**config.mk**
```make
export PLATFORM = sky130hd
export DESIGN_NAME = fb_port_arbiter
export DESIGN_NICKNAME = d
export VERILOG_FILES = /design/src/rtl/fb_port_arbiter.sv
export SDC_FILE = /design/constraint.sdc
export NUM_CORES = 1
export LEC_CHECK = 0
export ABC_AREA = 0
export BUFFER_PORTS_ARGS = -buffer_cell sky130_fd_sc_hd__buf_2
export CORE_UTILIZATION = 50
export CTS_CLUSTER_SIZE = 24
export DETAILED_ROUTE_END_ITERATION = 10
export PLACE_DENSITY = 0.74
export SKIP_LAST_GASP = 1
export SYNTH_ARGS = -nofsm -noshare
export SYNTH_HDL_FRONTEND = slang
export SYNTH_SLANG_ARGS = --single-unit
```
**constraint.sdc**
```tcl
create_clock -name clk -period 2.7 [get_ports clk]
set_input_delay 0.54 -clock clk [delete_from_list [all_inputs] [get_ports clk]]
set_output_delay 0.54 -clock clk [all_outputs]
set_load 0.1 [all_outputs]
```
**src/rtl/fb_port_arbiter.sv**
```systemverilog
// Single-port frame-buffer arbiter: fixed scan-out read slots, with the
// remaining RAM cycles shared by a clear engine and a queued writer port.
module fb_port_arbiter #(
    parameter int FB_W     = 160,
    parameter int FB_H     = 120,
    parameter int SCALE_SH = 2,
    parameter int DW       = 8,
    parameter int AW       = 15,
    parameter int QDEPTH   = 4
) (
    input  logic          clk,
    input  logic          reset,
    input  logic [9:0]    counter_x,
    input  logic [9:0]    counter_y,
    input  logic          wr_valid,
    input  logic [AW-1:0] wr_addr,
    input  logic [DW-1:0] wr_data,
    output logic          wr_ready,
    input  logic          clear_req,
    input  logic [DW-1:0] clear_color,
    output logic          clear_busy,
    output logic          clear_done,
    output logic [AW-1:0] ram_addr,
    output logic          ram_we,
    output logic [DW-1:0] ram_wdata,
    input  logic [DW-1:0] ram_rdata,
    output logic [DW-1:0] pixel_out,
    output logic          pixel_valid
);

    localparam int            FB_SIZE = FB_W * FB_H;
    localparam logic [AW-1:0] LAST    = AW'(FB_SIZE - 1);
    localparam logic [AW-1:0] LIMIT   = AW'(FB_SIZE);
    localparam logic [9:0]    ACT_W   = 10'(FB_W << SCALE_SH);
    localparam logic [9:0]    ACT_H   = 10'(FB_H << SCALE_SH);
    localparam int            QW      = $clog2(QDEPTH);

    typedef enum logic {IDLE, CLEAR} state_t;

    state_t state_q, state_d;

    logic          active, rd_slot;
    logic [AW-1:0] rd_addr;
    logic          clr_wr, clr_last, pop, push, full;
    logic [AW-1:0] caddr;
    logic [DW-1:0] ccolor;
    logic [2:0]    act_d;
    logic [1:0]    rd_d;

    logic [AW-1:0] q_addr [QDEPTH];
    logic [DW-1:0] q_data [QDEPTH];
    logic [QW-1:0] wptr, rptr;
    logic [QW:0]   count;

    assign active  = (counter_x < ACT_W) && (counter_y < ACT_H);
    assign rd_slot = active && (counter_x[SCALE_SH-1:0] == '0);
    assign rd_addr = AW'(counter_y[9:SCALE_SH]) * AW'(FB_W)
                   + AW'(counter_x[9:SCALE_SH]);

    assign full     = (count == (QW+1)'(QDEPTH));
    assign wr_ready = !reset && !full;
    assign push     = wr_valid && wr_ready;

    always_ff @(posedge clk) begin
        if (push) begin
            q_addr[wptr] <= wr_addr;
            q_data[wptr] <= wr_data;
        end
    end

    always_ff @(posedge clk) begin
        if (reset) begin
            wptr  <= '0;
            rptr  <= '0;
            count <= '0;
        end else begin
            if (push) wptr <= wptr + QW'(1);
            if (pop)  rptr <= rptr + QW'(1);
            unique case ({push, pop})
                2'b10:   count <= count + (QW+1)'(1);
                2'b01:   count <= count - (QW+1)'(1);
                default: count <= count;
            endcase
        end
    end

    always_ff @(posedge clk) begin
        if (reset) state_q <= IDLE;
        else       state_q <= state_d;
    end

    always_comb begin
        state_d = state_q;
        case (state_q)
            IDLE:    if (clear_req) state_d = CLEAR;
            CLEAR:   if (clr_last)  state_d = IDLE;
            default: state_d = IDLE;
        endcase
    end

    always_comb begin
        clear_busy = (state_q == CLEAR);
        clr_wr     = (state_q == CLEAR) && !rd_slot;
        clr_last   = clr_wr && (caddr == LAST);
        pop        = (state_q == IDLE) && !rd_slot && (count != '0);
    end

    // ram_addr only moves on a read or a real write; idle and dropped slots hold it
    always_ff @(posedge clk) begin
        if (reset) begin
            ram_addr   <= '0;
            ram_we     <= 1'b0;
            ram_wdata  <= '0;
            caddr      <= '0;
            ccolor     <= '0;
            clear_done <= 1'b0;
        end else begin
            ram_we     <= 1'b0;
            clear_done <= clr_last;
            if (rd_slot) begin
                ram_addr <= rd_addr;
            end else if (clr_wr) begin
                ram_addr  <= caddr;
                ram_we    <= 1'b1;
                ram_wdata <= ccolor;
                caddr     <= caddr + AW'(1);
            end else if (pop && (q_addr[rptr] < LIMIT)) begin
                ram_addr  <= q_addr[rptr];
                ram_we    <= 1'b1;
                ram_wdata <= q_data[rptr];
            end
            if ((state_q == IDLE) && clear_req) begin
                caddr  <= '0;
                ccolor <= clear_color;
            end
        end
    end

    always_ff @(posedge clk) begin
        if (reset) begin
            act_d     <= '0;
            rd_d      <= '0;
            pixel_out <= '0;
        end else begin
            act_d <= {act_d[1:0], active};
            rd_d  <= {rd_d[0], rd_slot};
            if (rd_d[1]) pixel_out <= ram_rdata;
        end
    end

    assign pixel_valid = act_d[2];

endmodule
```
### After elaboration in Yosys (flattened, before gate mapping)

Memories as Yosys holds them, arrays and structs flattened. A register that Yosys moved wholly into a read port is not among the register bits.
Index checks and enable logic that the tools add are counted.

* bits in registers: 69
* bits in latches: 0
* RAM bits: 92
* ROM bits: 0
* word-level logic and storage cells: 70
* memories: 2

* add/sub/neg operators: 6
* multipliers: 1
* divide/modulo/power cells: 0
* order comparisons: 3
* equal/unequal tests: 4
* shift-type cells: 0
* multiplexer cells: 17
* bitwise operators: 2
* reductions and logical operators: 22

Memory list
* q_addr: words 4, width 15, read ports 1, clocked after memory_dff 1, write ports 1, RTL line 50 `logic [AW-1:0] q_addr [QDEPTH];`
* q_data: words 4, width 8, read ports 1, clocked after memory_dff 1, write ports 1, RTL line 51 `logic [DW-1:0] q_data [QDEPTH];`

Operators with widths (number)
* 15-bit two-way mux: 3
* 8-bit two-way mux: 2
* 15-bit by 1-bit adder with 15-bit output, second input constant: 1
* 15-bit by 8-bit adder with 15-bit output: 1
* 15-bit == test, second input constant: 1
* 15-bit less-than comparator, second input constant: 1
* 1-bit logical AND: 10
* 10-bit less-than comparator, second input constant: 1
* 10-bit by 9-bit less-than comparator with 1-bit output, second input constant: 1
* 8-bit by 3-bit multiplier with 10-bit output, second input constant: 1
* 2-bit two-way mux: 4
* 1-bit two-way mux: 6
* 3-bit one-hot mux with 2 select lines: 1
* 3-bit nonzero test: 2
* 2-bit by 1-bit adder with 2-bit output, second input constant: 2
* 2-bit AND reduction: 2
* 2-bit nonzero test: 2
* 2-bit OR reduction: 2
* 3-bit by 1-bit adder with 3-bit output, second input constant: 1
* 3-bit == test, second input constant: 1
* 1-bit logical NOT: 3
* 3-bit by 1-bit subtractor with 3-bit output, second input constant: 1
* 2-bit by 1-bit == test with 1-bit output, second input constant: 1
* 2-bit == test, second input constant: 1
* other kinds (3): 4

### Logic depth before layout (Yosys ltp)

* depth in word-level cells: 10
* depth in mapped cells: 10
* mapped depth without buffers: 10

### Worst setup path before layout

No wires, ideal clock.

* path kind: register to register
* from: reg count[0]
* to: reg count[2]
* setup time: 0.071 ns
* data arrival time: 3.542 ns
* data required time: 2.629 ns
* slack: -0.913 ns
* cell stages (with the launch flop): 11
* buffers on the path: 0
* period minus slack after synthesis: 3.613 ns
* cells stage by stage: dfxtp_1 inv_1 a31oi_1 and2_1 inv_1 ha_1 inv_1 fa_1 xor2_1 or3_1 a21oi_1

* word-level cells in the longest chain between the ends: 6
* elaborated cells between the ends (all ways): 12
* classes of those cells: 2 x add/sub; 3 x eq/ne; 1 x mux; 6 x reduce/logical

Ends and longest elaborated chain
* start, declared: RTL line 53 `logic [QW:0] count;`
* start signal, assigned: RTL line 80 `2'b10: count <= count + (QW+1)'(1);`
* start signal, assigned: RTL line 81 `2'b01: count <= count - (QW+1)'(1);`
* start signal, assigned: RTL line 82 `default: count <= count;`
* 3-bit == test (*): RTL line 60 `assign full = (count == (QW+1)'(QDEPTH));`
* 1-bit logical NOT (*): RTL line 61 `assign wr_ready = !reset && !full;`
* 1-bit logical AND (*): RTL line 61
* via wr_ready: RTL line 18 `output logic wr_ready,`
* 1-bit logical AND (*): RTL line 62 `assign push = wr_valid && wr_ready;`
* 2-bit by 1-bit == test with 1-bit output / 2-bit == test (equally long branches): RTL line 79 `unique case ({push, pop})`
* 3-bit one-hot mux with 2 select lines / 2-bit nonzero test (equally long branches)

Mark *: on every way through the listed nets, which the timed path passes. The rest lies on a longest branch.
A chain may end at the register's enable or synchronous reset.

### Worst setup path in the final report

* from: in counter_y[5]
* to: reg ram_addr[12]

* word-level cells in the longest chain between the ends: 8
* elaborated cells between the ends (all ways): 13
* classes of those cells: 1 x add/sub; 1 x mul; 1 x order compare; 2 x mux; 8 x reduce/logical

Ends and longest elaborated chain
* start, declared: RTL line 14 `input logic [9:0] counter_y,`
* branches (longest 8 deep; another with 15-bit by 8-bit adder with 15-bit output)
* end signal, assigned: RTL line 121 `ram_addr <= rd_addr;`
* end signal, assigned: RTL line 123 `ram_addr <= caddr;`
* end signal, assigned: RTL line 128 `ram_addr <= q_addr[rptr];`
* end, declared: RTL line 23 `output logic [AW-1:0] ram_addr,`

Parallel ways; which one is timed is not known.

==> impl_metrics.toml <==
[final_layout]
fin_util = 0.610
fill_cells = 1058
drive_gt1_frac = 0.260
final_nets = 752
syn2layout_area_growth_pct = 19.2
antenna_cells = 0

[power]
finalPower_mw = 7.88
ir_drop_mv = 0.802
p_leak_nw = 3.32
p_per_area_nw_per_um2 = 934

[timing]
drv_slew = 0
fmax_ghz = 0.406
rsz0062_at_grt = "no"
hold_viol_final = 0
setup_viol = 0
slew_headroom = 0.609
min_period_ns = 2.46
tightest_slew_ns = 0.587
skew_ns = 0.00838
finalCritPeriodShare = 0.912

[drt]
first_pass_iters = 5
vias = 4675
ant_nets = 0
first_iter_violations = 352
viasPerCell = 5.45
drc = 0
wl_per_cell_um = 17.0
wl_mm = 14.6

[die]
core_um2 = 13800
pin_count = 99
initial_utilization = 0.512
fp.dieH_um = 121
die_width_um = 121
fp-row-count = 43
die-area_um2 = 14600

[placed_design]
io_buffers = 96
hpwl_mm = 9.94
place_congestion = 0.820

[logic_synthesis]
ys_seq_area_frac = 0.591
synth_cells = 549
async_flop_share = 0
syn_avg_cell_area_um2 = 12.9
synth_seq_cells = 163
synthFlopType = "edfxtp_1"
yosys_warnings = 0
netlist_area_um2 = 7080
synth_edf_count = 92
ys_types = 57
syn-num-nets = 636

[worst_hold_path]
hp-start = "wr_addr[1]"
whs_path_depth = 1
whs_endpoint = "q_addr[2][1]"
worstHoldPathType = "input port to flop"

[cts]
cts_tree = "yes"
clk_path_buf_depth = 2
htree_num_levels = 4
cts-root-buf = "clkbuf_16"
clk_latency_ns = 0.43
cts.clk_slew.worst_paths_ns = 0.06
clock-sinks = 163
numCtsBuffers = 17

[global_route]
grt_pass1_vias = 4710
track_usage = 0.213
grt_max_degree = 59
grt_overflow = 0
grt_pass1_wl_mm = 23.3
antenna_found_initial = 0

[run]
cap_violations = 0

[critical_path]
cp_slowest_stage_delay_ns = 0.42
arrival_ns = 2.76
reg2regPathDepth = 7
reg2reg_to = "ram_addr[1]"
slowest_stage = "nor4_1"
path_cells = "buf_2, ha_1, ha_1, inv_1, fa_1, xor2_1, nor4_1, o211ai_1, xnor2_1, o211ai_1, o21ai_0"
end_kind = "flop"
crit_type = "input port to flop"
worst_ep_required_time_ns = 2.99
critPathTopFamily = "adder cells"
worst_setup_path_start_kind = "input port"
r2r_setup_slack_ns = 0.29
crit_path_max_fanout = 3
crit_buf_inv = 2

[run_status]
outcome = "complete, no violations"
## cells by family (layout without fill, tap and decap cells)
group	Yosys count	count (layout)	synth area share
xor+xnor	27	27	0.0334
simple gates	166	166	0.110
fa+ha+maj	24	24	0.0456
buf+inv	40	169	0.0272
compound gates	77	77	0.0739
mux	52	52	0.119
flops	163	163	0.591
## layout by cell type (no fill, tap or decap), types with 8 or more instances in the layout
cell,count
buf_2,96
edfxtp_1,92
dfxtp_1,70
nor2_1,59
nand2_1,45
mux2i_1,29
buf_4,24
ha_1,21
a21oi_1,19
xor2_1,17
clkbuf_16,17
inv_1,15
o21ai_0,13
mux4_2,13
a211oi_1,13
nor3_1,10
and3_1,10
nor2b_1,10
xnor2_1,10
mux4_1,10
a31oi_1,8
## stage by stage
stage	cells	cell area [µm²]	setup slack, ns	setup TNS, ns	hold slack, ns
6_report	858	8440	0.236	0	0.324
5_1_grt	858	8440	0.131	0	0.312
4_1_cts	858	8440	0.102	0	0.308
3_5_place_dp	826	7870	-0.242	-0.514	0.425
3_3_place_gp	826	7870	-0.110	-0.173	0.418
2_1_floorplan	549	7100	0.0917	0	0.414
## per-layer routing
layer / part of all wire / vias up / global-route usage / routed length (µm)
met2: 0.49 / 123 / 0.352 / 7150
met5: 0 / - / 0 / 0
met4: 0.018 / 0 / 0.0849 / 257
met1: 0.44 / 2273 / 0.271 / 6460
li1: - / 2259 / - / -
met3: 0.048 / 20 / 0.0508 / 695
## layout make-up
| type | instances | area (µm²) | area share |
|---|---|---|---|
| flip-flops and latches | 163 | 4190 | 0.496 |
| multi-input cells | 346 | 2720 | 0.322 |
| repair buffers | 121 | 681 | 0.0807 |
| clock buffers | 17 | 425 | 0.0504 |
| well taps | 180 | 225 | 0.0267 |
| clock inverters | 15 | 141 | 0.0168 |
| inverters | 16 | 60.1 | 0.00712 |
## timing repair
item                                    CTS  global route
gates resized for setup                   0             1
buffers inserted                          0             0
hold buffers                              0             0
endpoints found under the setup margin    0             2
## synth_stat cells, types with 4 or more instances
cell type | instances | share of area
edfxtp_1 | 92 | 0.39
nor3_1 | 10 | 0.0071
mux4_2 | 13 | 0.041
clkbuf_1 | 15 | 0.0080
a31oi_1 | 9 | 0.0080
o21ai_0 | 13 | 0.0092
a211oi_1 | 13 | 0.014
dfxtp_1 | 71 | 0.20
o31ai_1 | 4 | 0.0042
mux4_1 | 10 | 0.037
and2_1 | 4 | 0.0035
xor2_1 | 17 | 0.021
nand4_1 | 5 | 0.0044
xnor2_1 | 10 | 0.012
a21oi_1 | 19 | 0.013
mux2i_1 | 29 | 0.041
nand3_1 | 6 | 0.0042
ha_1 | 21 | 0.037
nor2b_1 | 10 | 0.0088
o211ai_1 | 4 | 0.0042
inv_1 | 15 | 0.0080
nand2_1 | 45 | 0.024
and3_1 | 10 | 0.0088
nor2_1 | 59 | 0.031
## how the worst max path moves through the flow
stage / from / to / slack [ns] / cells after the start
detailed placement: counter_y[5] / ram_addr[12] / -0.24 / 11
finish: counter_y[5] / ram_addr[12] / 0.24 / 11
global route: counter_y[5] / ram_addr[12] / 0.13 / 11
floorplan: counter_y[4] / ram_addr[13] / 0.09 / 8
CTS: flop / ram_addr[0] / 0.10 / 7
global placement: counter_y[5] / ram_addr[12] / -0.11 / 11
## flip-flops by register name, summed over array words and instances, names as in the netlist, 2 cells and up, named ones only
name / cells
act_d: 3
pixel_out: 8
rptr: 2
q_addr: 60
ram_wdata: 8
caddr: 15
wptr: 2
ram_addr: 15
rd_d: 2
count: 3
q_data: 32
ccolor: 8
## report_power, final
part           switching, mW  internal [mW]  total (mW)
Sequential             0.153           2.87        3.03
Clock                  0.953           1.35        2.30
Combinational           1.73          0.817        2.55
Power figures use the tool's default switching activity.
